[config.mk]
export PLATFORM = sky130hd
export DESIGN_NAME = rng_share_ctrl_flat
export DESIGN_NICKNAME = d
export VERILOG_FILES = /design/src/rtl/rng_share_ctrl_if.sv /design/src/rtl/rng_share_ctrl.sv /design/src/flat_wrapper.sv
export SDC_FILE = /design/constraint.sdc
export NUM_CORES = 1
export LEC_CHECK = 0
export CORE_MARGIN = 2
export CORE_UTILIZATION = 38
export CTS_CLUSTER_SIZE = 10
export DETAILED_ROUTE_END_ITERATION = 6
export PLACE_DENSITY = 0.75
export SETUP_SLACK_MARGIN = 0.5
export SYNTH_ARGS = -nofsm -noshare
export SYNTH_HDL_FRONTEND = slang
export SYNTH_SLANG_ARGS = --single-unit
[constraint.sdc]
create_clock -name clk -period 1.6 [get_ports clk]
set_input_delay 0.32 -clock clk [delete_from_list [all_inputs] [get_ports clk]]
set_output_delay 0.32 -clock clk [all_outputs]
set_load 0.02 [all_outputs]
[src/rtl/rng_share_ctrl_if.sv]
// Draw request/grant bus between the shared RNG controller and its requesters.
interface rng_share_ctrl_if #(
  parameter int unsigned BITL = 16,
  parameter int unsigned NREQ = 4
);
  logic [NREQ-1:0] req;
  logic [NREQ-1:0] gnt;
  logic            rnd_valid;
  logic [BITL-1:0] rnd_data;

  modport master (output req, input gnt, input rnd_valid, input rnd_data);
  modport slave  (input req, output gnt, output rnd_valid, output rnd_data);
endinterface

[src/rtl/rng_share_ctrl.sv]
// Seeds, warms up and round-robin shares one LFSR among NREQ requesters.
// Optional draw counter output enabled by RNG_SHARE_CTRL_DRAW_CNT_EN.
module rng_share_ctrl #(
  parameter int unsigned     BITL         = 16,
  parameter int unsigned     NREQ         = 4,
  parameter int unsigned     WARMUP       = 8,
  parameter logic [BITL-1:0] SEED_DEFAULT = 16'hACE1
) (
  input  logic              clk,
  input  logic              reset,
  input  logic [BITL-1:0]   seed_in,
  input  logic              reseed,
  rng_share_ctrl_if.slave   bus,
  output logic              busy,
  output logic              rng_reset,
  output logic [BITL-1:0]   rng_seed,
`ifdef RNG_SHARE_CTRL_DRAW_CNT_EN
  input  logic [BITL-1:0]   rng_data,
  output logic [31:0]       draw_cnt
`else
  input  logic [BITL-1:0]   rng_data
`endif
);

  localparam int unsigned     LW        = $clog2(NREQ);
  localparam int unsigned     WW        = (WARMUP > 1) ? $clog2(WARMUP) : 1;
  localparam logic [WW-1:0]   WLAST     = (WARMUP > 1) ? WW'(WARMUP - 1) : '0;
  localparam logic [LW-1:0]   LAST_INIT = LW'(NREQ - 1);

  typedef enum logic [1:0] {SEED, WARM, RUN} state_e;

  state_e          state_q, state_d;
  logic [BITL-1:0] seed_q, seed_d;
  logic [WW-1:0]   wcnt_q, wcnt_d;
  logic [LW-1:0]   last_q, last_d;
  logic [NREQ-1:0] gnt_q, gnt_d;
  logic            rnd_valid_q, rnd_valid_d;
  logic [BITL-1:0] rnd_data_q, rnd_data_d;

  logic            hit;
  logic [LW-1:0]   pick;
  logic [LW-1:0]   arb_idx;
  logic            draw_fire;

  // Rotating priority: the requester after the last winner is checked first.
  always_comb begin
    hit     = 1'b0;
    pick    = '0;
    arb_idx = '0;
    for (int unsigned k = 1; k <= NREQ; k++) begin
      arb_idx = LW'((32'(last_q) + k) % NREQ);
      if (!hit && bus.req[arb_idx]) begin
        hit  = 1'b1;
        pick = arb_idx;
      end
    end
  end

  always_comb begin
    state_d     = state_q;
    seed_d      = seed_q;
    wcnt_d      = wcnt_q;
    last_d      = last_q;
    gnt_d       = '0;
    rnd_valid_d = 1'b0;
    rnd_data_d  = rnd_data_q;
    draw_fire   = 1'b0;
    if (reseed) begin
      seed_d  = seed_in;
      state_d = SEED;
      wcnt_d  = '0;
    end else begin
      case (state_q)
        SEED: begin
          wcnt_d  = '0;
          state_d = (WARMUP == 0) ? RUN : WARM;
        end
        WARM: begin
          wcnt_d = wcnt_q + 1'b1;
          if (wcnt_q == WLAST) state_d = RUN;
        end
        RUN: begin
          if (hit) begin
            gnt_d       = NREQ'(1) << pick;
            rnd_valid_d = 1'b1;
            rnd_data_d  = rng_data;
            last_d      = pick;
            draw_fire   = 1'b1;
          end
        end
        default: state_d = SEED;
      endcase
    end
  end

  always_ff @(posedge clk) begin
    if (reset) begin
      state_q     <= SEED;
      seed_q      <= SEED_DEFAULT;
      wcnt_q      <= '0;
      last_q      <= LAST_INIT;
      gnt_q       <= '0;
      rnd_valid_q <= 1'b0;
      rnd_data_q  <= '0;
    end else begin
      state_q     <= state_d;
      seed_q      <= seed_d;
      wcnt_q      <= wcnt_d;
      last_q      <= last_d;
      gnt_q       <= gnt_d;
      rnd_valid_q <= rnd_valid_d;
      rnd_data_q  <= rnd_data_d;
    end
  end

  // Generator reset is combinational so it tracks controller reset immediately.
  assign rng_reset     = reset | (state_q == SEED);
  assign rng_seed      = seed_q;
  assign busy          = (state_q != RUN);
  assign bus.gnt       = gnt_q;
  assign bus.rnd_valid = rnd_valid_q;
  assign bus.rnd_data  = rnd_data_q;

`ifdef RNG_SHARE_CTRL_DRAW_CNT_EN
  logic [31:0] cnt_q, cnt_d;

  always_comb begin
    cnt_d = cnt_q;
    if (reseed)         cnt_d = '0;
    else if (draw_fire) cnt_d = cnt_q + 32'd1;
  end

  always_ff @(posedge clk) begin
    if (reset) cnt_q <= '0;
    else       cnt_q <= cnt_d;
  end

  assign draw_cnt = cnt_q;
`endif

endmodule

[src/flat_wrapper.sv]
// flat-port wrapper written by rule: the top's interface ports become plain ports
module rng_share_ctrl_flat 
#(
  parameter int unsigned     BITL         = 16,
  parameter int unsigned     NREQ         = 4,
  parameter int unsigned     WARMUP       = 8,
  parameter logic [BITL-1:0] SEED_DEFAULT = 16'hACE1
)
  (clk, reset, seed_in, reseed, busy, rng_reset, rng_seed, rng_data, bus_req, bus_gnt, bus_rnd_valid, bus_rnd_data);
  rng_share_ctrl_if #(.BITL(BITL), .NREQ(NREQ)) bus_i ();
  input  logic clk;
  input  logic reset;
  input  logic [BITL-1:0] seed_in;
  input  logic reseed;
  output logic busy;
  output logic rng_reset;
  output logic [BITL-1:0] rng_seed;
  input  logic [BITL-1:0] rng_data;
  input wire logic [$bits(bus_i.req)-1:0] bus_req;
  output wire logic [$bits(bus_i.gnt)-1:0] bus_gnt;
  output wire logic [$bits(bus_i.rnd_valid)-1:0] bus_rnd_valid;
  output wire logic [$bits(bus_i.rnd_data)-1:0] bus_rnd_data;
  assign bus_i.req = bus_req;
  assign bus_gnt = bus_i.gnt;
  assign bus_rnd_valid = bus_i.rnd_valid;
  assign bus_rnd_data = bus_i.rnd_data;
  rng_share_ctrl #(.BITL(BITL), .NREQ(NREQ), .WARMUP(WARMUP), .SEED_DEFAULT(SEED_DEFAULT)) u_core (.clk(clk), .reset(reset), .seed_in(seed_in), .reseed(reseed), .bus(bus_i), .busy(busy), .rng_reset(rng_reset), .rng_seed(rng_seed), .rng_data(rng_data));
endmodule
==> run summary <==
XOR/XNOR Fraction of Synth Area -> 0%
Distinct cells, synth -> 32
Worst r2r src -> u_core.state_q[0]$_SDFFE_PP0P_
RSZ-0062 raised after global routing -> true
Detailed Route Iter0 Violations -> 85
Area grow syn2layout -> 75.2%
Syn Nets -> 216
Worst Hold Path EP -> u_core.bus.rnd_data[14]$_SDFFE_PP0P_
GRT Resource Usage Total -> 17.2%
Min Hold Slack -> 0.463 ns
Maximum fanout along the worst path -> 4
DRT Pass-1 Iters -> 4
First-pass GRT wire length -> 6.80 mm
Maximum VDD drop -> 592 uV
Row count -> 23
Non-Filler Instances -> 326
Root Driver -> clkbuf_8
Maximum level of the CTS H-tree -> 2
Final worst path period share -> 81.5%
Starting Density -> 40.4%
Synth Area in Simple Gates -> 20.2%
DR DRC count -> 0
Max Cap Viol -> 0
Largest net degree at the start of global routing -> 40
Worst R2R Path Depth -> 5
Met1 WL -> 1.78 mm
Register bit total from synthesis -> 44
Worst EP required -> 1.79 ns
WL final -> 4.09 mm
WL per Instance -> 12.5 um
DIE HEIGHT -> 70.0 um
Hold buffer count at cts -> 0
Mapped cell area -> 0.00165 mm^2
Ratio of total power to cell area -> 795 mW/mm^2
Post-synth EDFFs -> 0
Worst Hold Launch -> u_core.bus.rnd_data[14]$_SDFFE_PP0P_
CTS tree -> done
DR vias -> 1,527
Asr flop ratio synth -> 0%
Area share of fa/ha/maj cells after synthesis -> 1.51%
Final number of hold-violating endpoints -> 0
Post-synthesis mux area share -> 5.45%
Dominant cell type by area after synthesis -> dfxtp_1
FMAX -> 767 MHz
Clock Tree Buf Depth -> 2
Critical path class -> reg2reg
Final Skew -> 0.00473 ns
Post-DP HPWL -> 2.75 mm
Commonest cells post-synth -> dfxtp_1, nand2_1, a21oi_1
Hold path depth -> 2
Setup crit end kind -> flop
Main combinational cell family by area after synthesis -> simple AND/OR/NAND/NOR gates
Final GP Congestion -> 0.708
Top sig layer -> met4
Critical Path Source Type -> flop
WL met2 -> 1.95 mm
Reg2reg setup slack -> 0.30 ns
Seq/Total Area, Yosys -> 53.3%
Setup-failing EPs final -> 0
Vias in the first global route -> 1,445
Core Area -> 0.00409 mm^2
Mean Syn Cell Area -> 9.44 um^2
Placed Instances -> 307
IO Port Bufs -> 77
Initial antenna violation count -> 0
Status -> complete, no violations
CTS Buf Count -> 5
Antenna viol nets, final -> 0
Tot Pwr -> 2300 uW
Main synth FF type -> dfxtp_1
Post-synth top area share -> 53.3%
Actual slew at the worst max-slew pin -> 0.329 ns
Die Span X -> 70.0 um
Synth area leaders -> dfxtp_1, nand2_1, a21oi_1
Clock-pin slew on the worst setup and hold paths -> 0.09 ns
ANT cells -> 0
Total negative setup slack -> 0 ns
Final Slew Violations -> 0
Leak -> 0.00118 uW
Reg2reg end -> u_core.last_q[1]$_SDFFE_PP1P_
YS warnings -> 0
Met3 Wirelength -> 320 um
Min-delay worst type -> reg2reg
Gr ovfl total -> 0
Clock Sinks -> 44
Fin crit period -> 1.30 ns
Vias per cell -> 4.68
Die area -> 0.00489 mm^2
Fin util -> 70.9%
Worst-Skew Late Latency -> 0.29 ns
Fin nets -> 316
# IOs -> 78
Slew margin rel. -> 78.1%
Layout cells sized above 1 -> 44.6%
Mapped Cells -> 175
Synth Area in Compound Gates -> 16.0%
Crit path arrival time -> 1.50 ns
Count leader, synth -> dfxtp_1
[stage by stage]
stage          instance area (um^2)  setup WS, ns
6_report                       2900         0.296
5_1_grt                        2900         0.231
4_1_cts                        2740         0.314
3_5_place_dp                   2560        -0.264
3_3_place_gp                   2560        -0.224
2_1_floorplan                  1700         0.307
[area by class of cell]
| class | count | area (um^2) |
|---|---|---|
| Clock buffer | 5 | 68.8 |
| Clock inverter | 3 | 42.5 |
| Fill cell | 329 | 1190 |
| Multi-Input combinational cell | 121 | 781 |
| Sequential cell | 44 | 928 |
| Tap cell | 50 | 62.6 |
| Timing Repair Buffer | 103 | 1010 |
[registers in the layout, indices dropped and copies added (netlist names)]
register,cells
u_core.last_q,2
u_core.bus.gnt,4
u_core.bus.rnd_data,16
u_core.state_q,2
u_core.rng_seed,16
u_core.bus.rnd_valid,1
u_core.wcnt_q,3
[power by group]
part | leakage (uW) | internal, uW | switching, uW
clock network | 0.0000541 | 462 | 385
registers | 0.000370 | 1130 | 18.2
logic | 0.000760 | 187 | 123
[how the worst max path moves through the flow]
stage / start / end / cells past startpoint
finish: u_core.state_q[0]$_SDFFE_PP0P_ / u_core.last_q[1]$_SDFFE_PP1P_ / 5
global route: u_core.state_q[0]$_SDFFE_PP0P_ / u_core.last_q[1]$_SDFFE_PP1P_ / 5
CTS: u_core.state_q[0]$_SDFFE_PP0P_ / busy / 2
detailed placement: bus_req[3] / u_core.bus.gnt[0]$_SDFF_PP0_ / 6
global placement: reset / rng_reset / 3
floorplan: u_core.state_q[0]$_SDFFE_PP0P_ / u_core.last_q[1]$_SDFFE_PP1P_ / 5
[cell usage in the layout (no fill, tap or decap), drive strengths merged]
cell	instances
a211o	9
a22oi	2
bufinv	1
clkdlybuf4s50	32
nor4	1
buf	65
dlygate4sd2	6
mux2i	9
and3b	1
nor2	17
a21oi	19
a21bo	1
or2	1
ha	2
nor3	2
nand3b	1
clkinvlp	1
nand2	33
dfxtp	44
o21ai	1
nand2b	3
nor4b	1
a211oi	2
o21bai	1
a21o	1
a41oi	1
o22ai	1
clkinv	1
nor2b	11
clkbuf	5
and3	1
[metal layers]
metal / vias to the layer above / global-route usage (%)
li1: 793 / -
met1: 682 / 22.1
met2: 47 / 27.0
met3: 5 / 7.07
met4: 0 / 4.49
met5: - / 0
[critical path, cell delays in order (launching register included)]
cell	delay [ns]
dfxtp_2	0.34
nand2b_4	0.16
a211o_1	0.27
buf_6	0.14
a21oi_2	0.09
a21bo_1	0.20
[logic make-up after synthesis]
family,after synthesis
AOI/OAI and AO/OA,38
muxes,9
DFF,44
buffers and inverters,10
and+or+nand+nor,72
adders and majority gates,2
[timing repair]
item	CTS	global route
hold endpoints to repair	0	0
pin swaps	6	2
setup buffers	5	5
cloned	1	0
endpoints found under the setup margin	83	63
resized for setup	250	37
No activity file was read; power rests on OpenSTA's default activity.
==> RTL edit (same settings) <==
`WARMUP` is set to 8 in 2 places; all go to 32.
--- a/src/rtl/rng_share_ctrl.sv
+++ b/src/rtl/rng_share_ctrl.sv
@@ -5,3 +5,3 @@
   parameter int unsigned     NREQ         = 4,
-  parameter int unsigned     WARMUP       = 8,
+  parameter int unsigned     WARMUP       = 32,
   parameter logic [BITL-1:0] SEED_DEFAULT = 16'hACE1
--- a/src/flat_wrapper.sv
+++ b/src/flat_wrapper.sv
@@ -5,3 +5,3 @@
   parameter int unsigned     NREQ         = 4,
-  parameter int unsigned     WARMUP       = 8,
+  parameter int unsigned     WARMUP       = 32,
   parameter logic [BITL-1:0] SEED_DEFAULT = 16'hACE1
Function: changed (Yosys sat finds a counterexample within 10 cycles, from zero or initial values and one cycle with reset high).
==> RTL edit against the original RTL <==
  * Worst hold slack worse by 0.038 ns
  * Cell area up 16%
  * Critical path type unchanged
  * Total power down 3.7%
  * Sequential cell count is 2 higher
  * Area after synthesis is 13% higher
  * Setup slack lost 0.0057 ns
  * Wire length up 43%
  * Clock skew up 0.0024 ns
==> RTL edit: results <==
outcome:
  status: "complete, no violations"
worst_setup_path:
  rr_worst_depth: 4
  worst_ep_arrival_time_ns: 1.53
  crit_start: "u_core.state_q[0]"
  critPathCapture: "u_core.bus.gnt[1]"
  crit_path_max_fanout: 6
  r2r_setup_slack_ns: 0.29
route:
  drt-total-wl_microns: 5850
  firstDrtPassIters: 4
  ant_nets: 0
  via_per_inst: 5.20
  drt_iter0_markers: 77
placed_design:
  dp_hpwl_microns: 3470
  dp.cells: 350
  place.gp.congestion: 0.726
  pre_cts_ws_ns: -0.301
  portBuffers: 77
  postPlaceCellArea_sq_mm: 0.00289
cells_and_area:
  drive_gt1_frac: 0.555
  nFillCells: 388
  antennaDiodeCount: 0
  final_cells: 377
  seq_area_sq_um: 975
  final_nets: 351
grt:
  grt_start_max_net_pins: 19
  grt_pass1_vias: 1825
  antenna_found_initial: 0
  gr-usage-all-layers: 0.206
  grt_pass1_wl_microns: 8540
synth:
  synth_ff_type: "dfxtp_1"
  ys_ff_latch: 46
  synth-async-reset-ratio: 0
  avgSynthCellArea_sq_um: 9.40
  yosysWarnings: 0
  synth_nets: 239
  synth_common_cells: "dfxtp_1, a21oi_1, mux2i_1, o21ai_0, nand3_1"
  yosysSeqAreaShare: 0.495
  yosys-top-cells-area: "dfxtp_1, mux2i_1, a21oi_1"
  synth.distinct_cells: 38
clocking:
  htreeDepth: 2
  path_clk_slew_ns: 0.08
  cts_max_path_buffers: 2
  clk_latency_ns: 0.30
  cts_made_buffers: 5
  cts_root_buf: "clkbuf_8"
hold_path:
  worstHoldPathType: "in2reg"
power_and_ir_drop:
  p_leak_nw: 1.33
  ir_drop_uv: 479
  swShare: 0.243
timing:
  slew_headroom: 0.808
  timing.final.crit_share: 0.819
  finalSetupViolations: 0
  skew_ns: 0.00708
## RTL edit: cell types whose count changed after synthesis, moves of 8 or more
cell / delta
nor2b_1: -8
a211o_1: -9
nand2_1: -20
mux2i_1: +10
nand3_1: +17
o21ai_0: +18
## RTL edit: cell type report
class	instances	area share
multi-input combinational	140	0.334
timing repair buffer	115	0.324
sequential	46	0.291
tap	67	0.0250
clock buffer	7	0.0228
inverter	2	0.00261
## RTL edit: what timing repair did
item / CTS / global route
resized for setup: 243 / 91
buffers inserted: 6 / 10
gates cloned: 1 / 3
pin swaps: 7 / 9
endpoints found under the setup margin: 84 / 65
## RTL edit: worst min path at each step
| stage | start | to | slack [ns] | cells after the start |
|---|---|---|---|---|
| 2_1_floorplan | seed_in[0] | u_core.rng_seed[0] | 0.45 | 2 |
| 3_3_place_gp | u_core.rng_seed[7] | u_core.rng_seed[7] | 0.45 | 2 |
| 3_5_place_dp | u_core.rng_seed[13] | u_core.rng_seed[13] | 0.46 | 2 |
| 4_1_cts | u_core.rng_seed[13] | u_core.rng_seed[13] | 0.48 | 2 |
| 5_1_grt | reset | u_core.rng_seed[15] | 0.46 | 4 |
| 6_report | reset | u_core.rng_seed[13] | 0.42 | 4 |
## RTL edit: layer usage
layer  share of wire  GRT usage
met1            0.39      0.251
met2            0.51      0.341
met3           0.076     0.0745
met4           0.019     0.0626
met5               0          0
## RTL edit: per-stage QoR
stage          total power [mW]  hold WS, ns
3_5_place_dp               1.54        0.456
3_3_place_gp               1.53        0.452
6_report                   2.22        0.425
2_1_floorplan              1.34        0.449
5_1_grt                    2.31        0.456
4_1_cts                    2.19        0.478
## RTL edit: power by group through the flow
stage	Clock [mW]	Sequential [mW]	Combinational (mW)
2_1_floorplan	0	1.24	0.104
3_3_place_gp	0	1.21	0.319
3_5_place_dp	0	1.21	0.323
4_1_cts	0.669	1.19	0.334
5_1_grt	0.723	1.19	0.390
6_report	0.659	1.19	0.366
## RTL edit: critical path: stages, from the launching register on
cell	delay [ns]
dfxtp_4	0.37
nand2b_4	0.15
buf_6	0.11
or3_4	0.38
a211oi_2	0.22
## RTL edit: cells by family (layout without fill, tap and decap cells)
kind of cell,after synthesis,in the layout,synth area share
simple gates,66,69,0.196
compound gates,50,50,0.153
flops,46,46,0.495
mux,19,19,0.102
buf+inv,15,124,0.0410
fa+ha+maj,2,2,0.0134
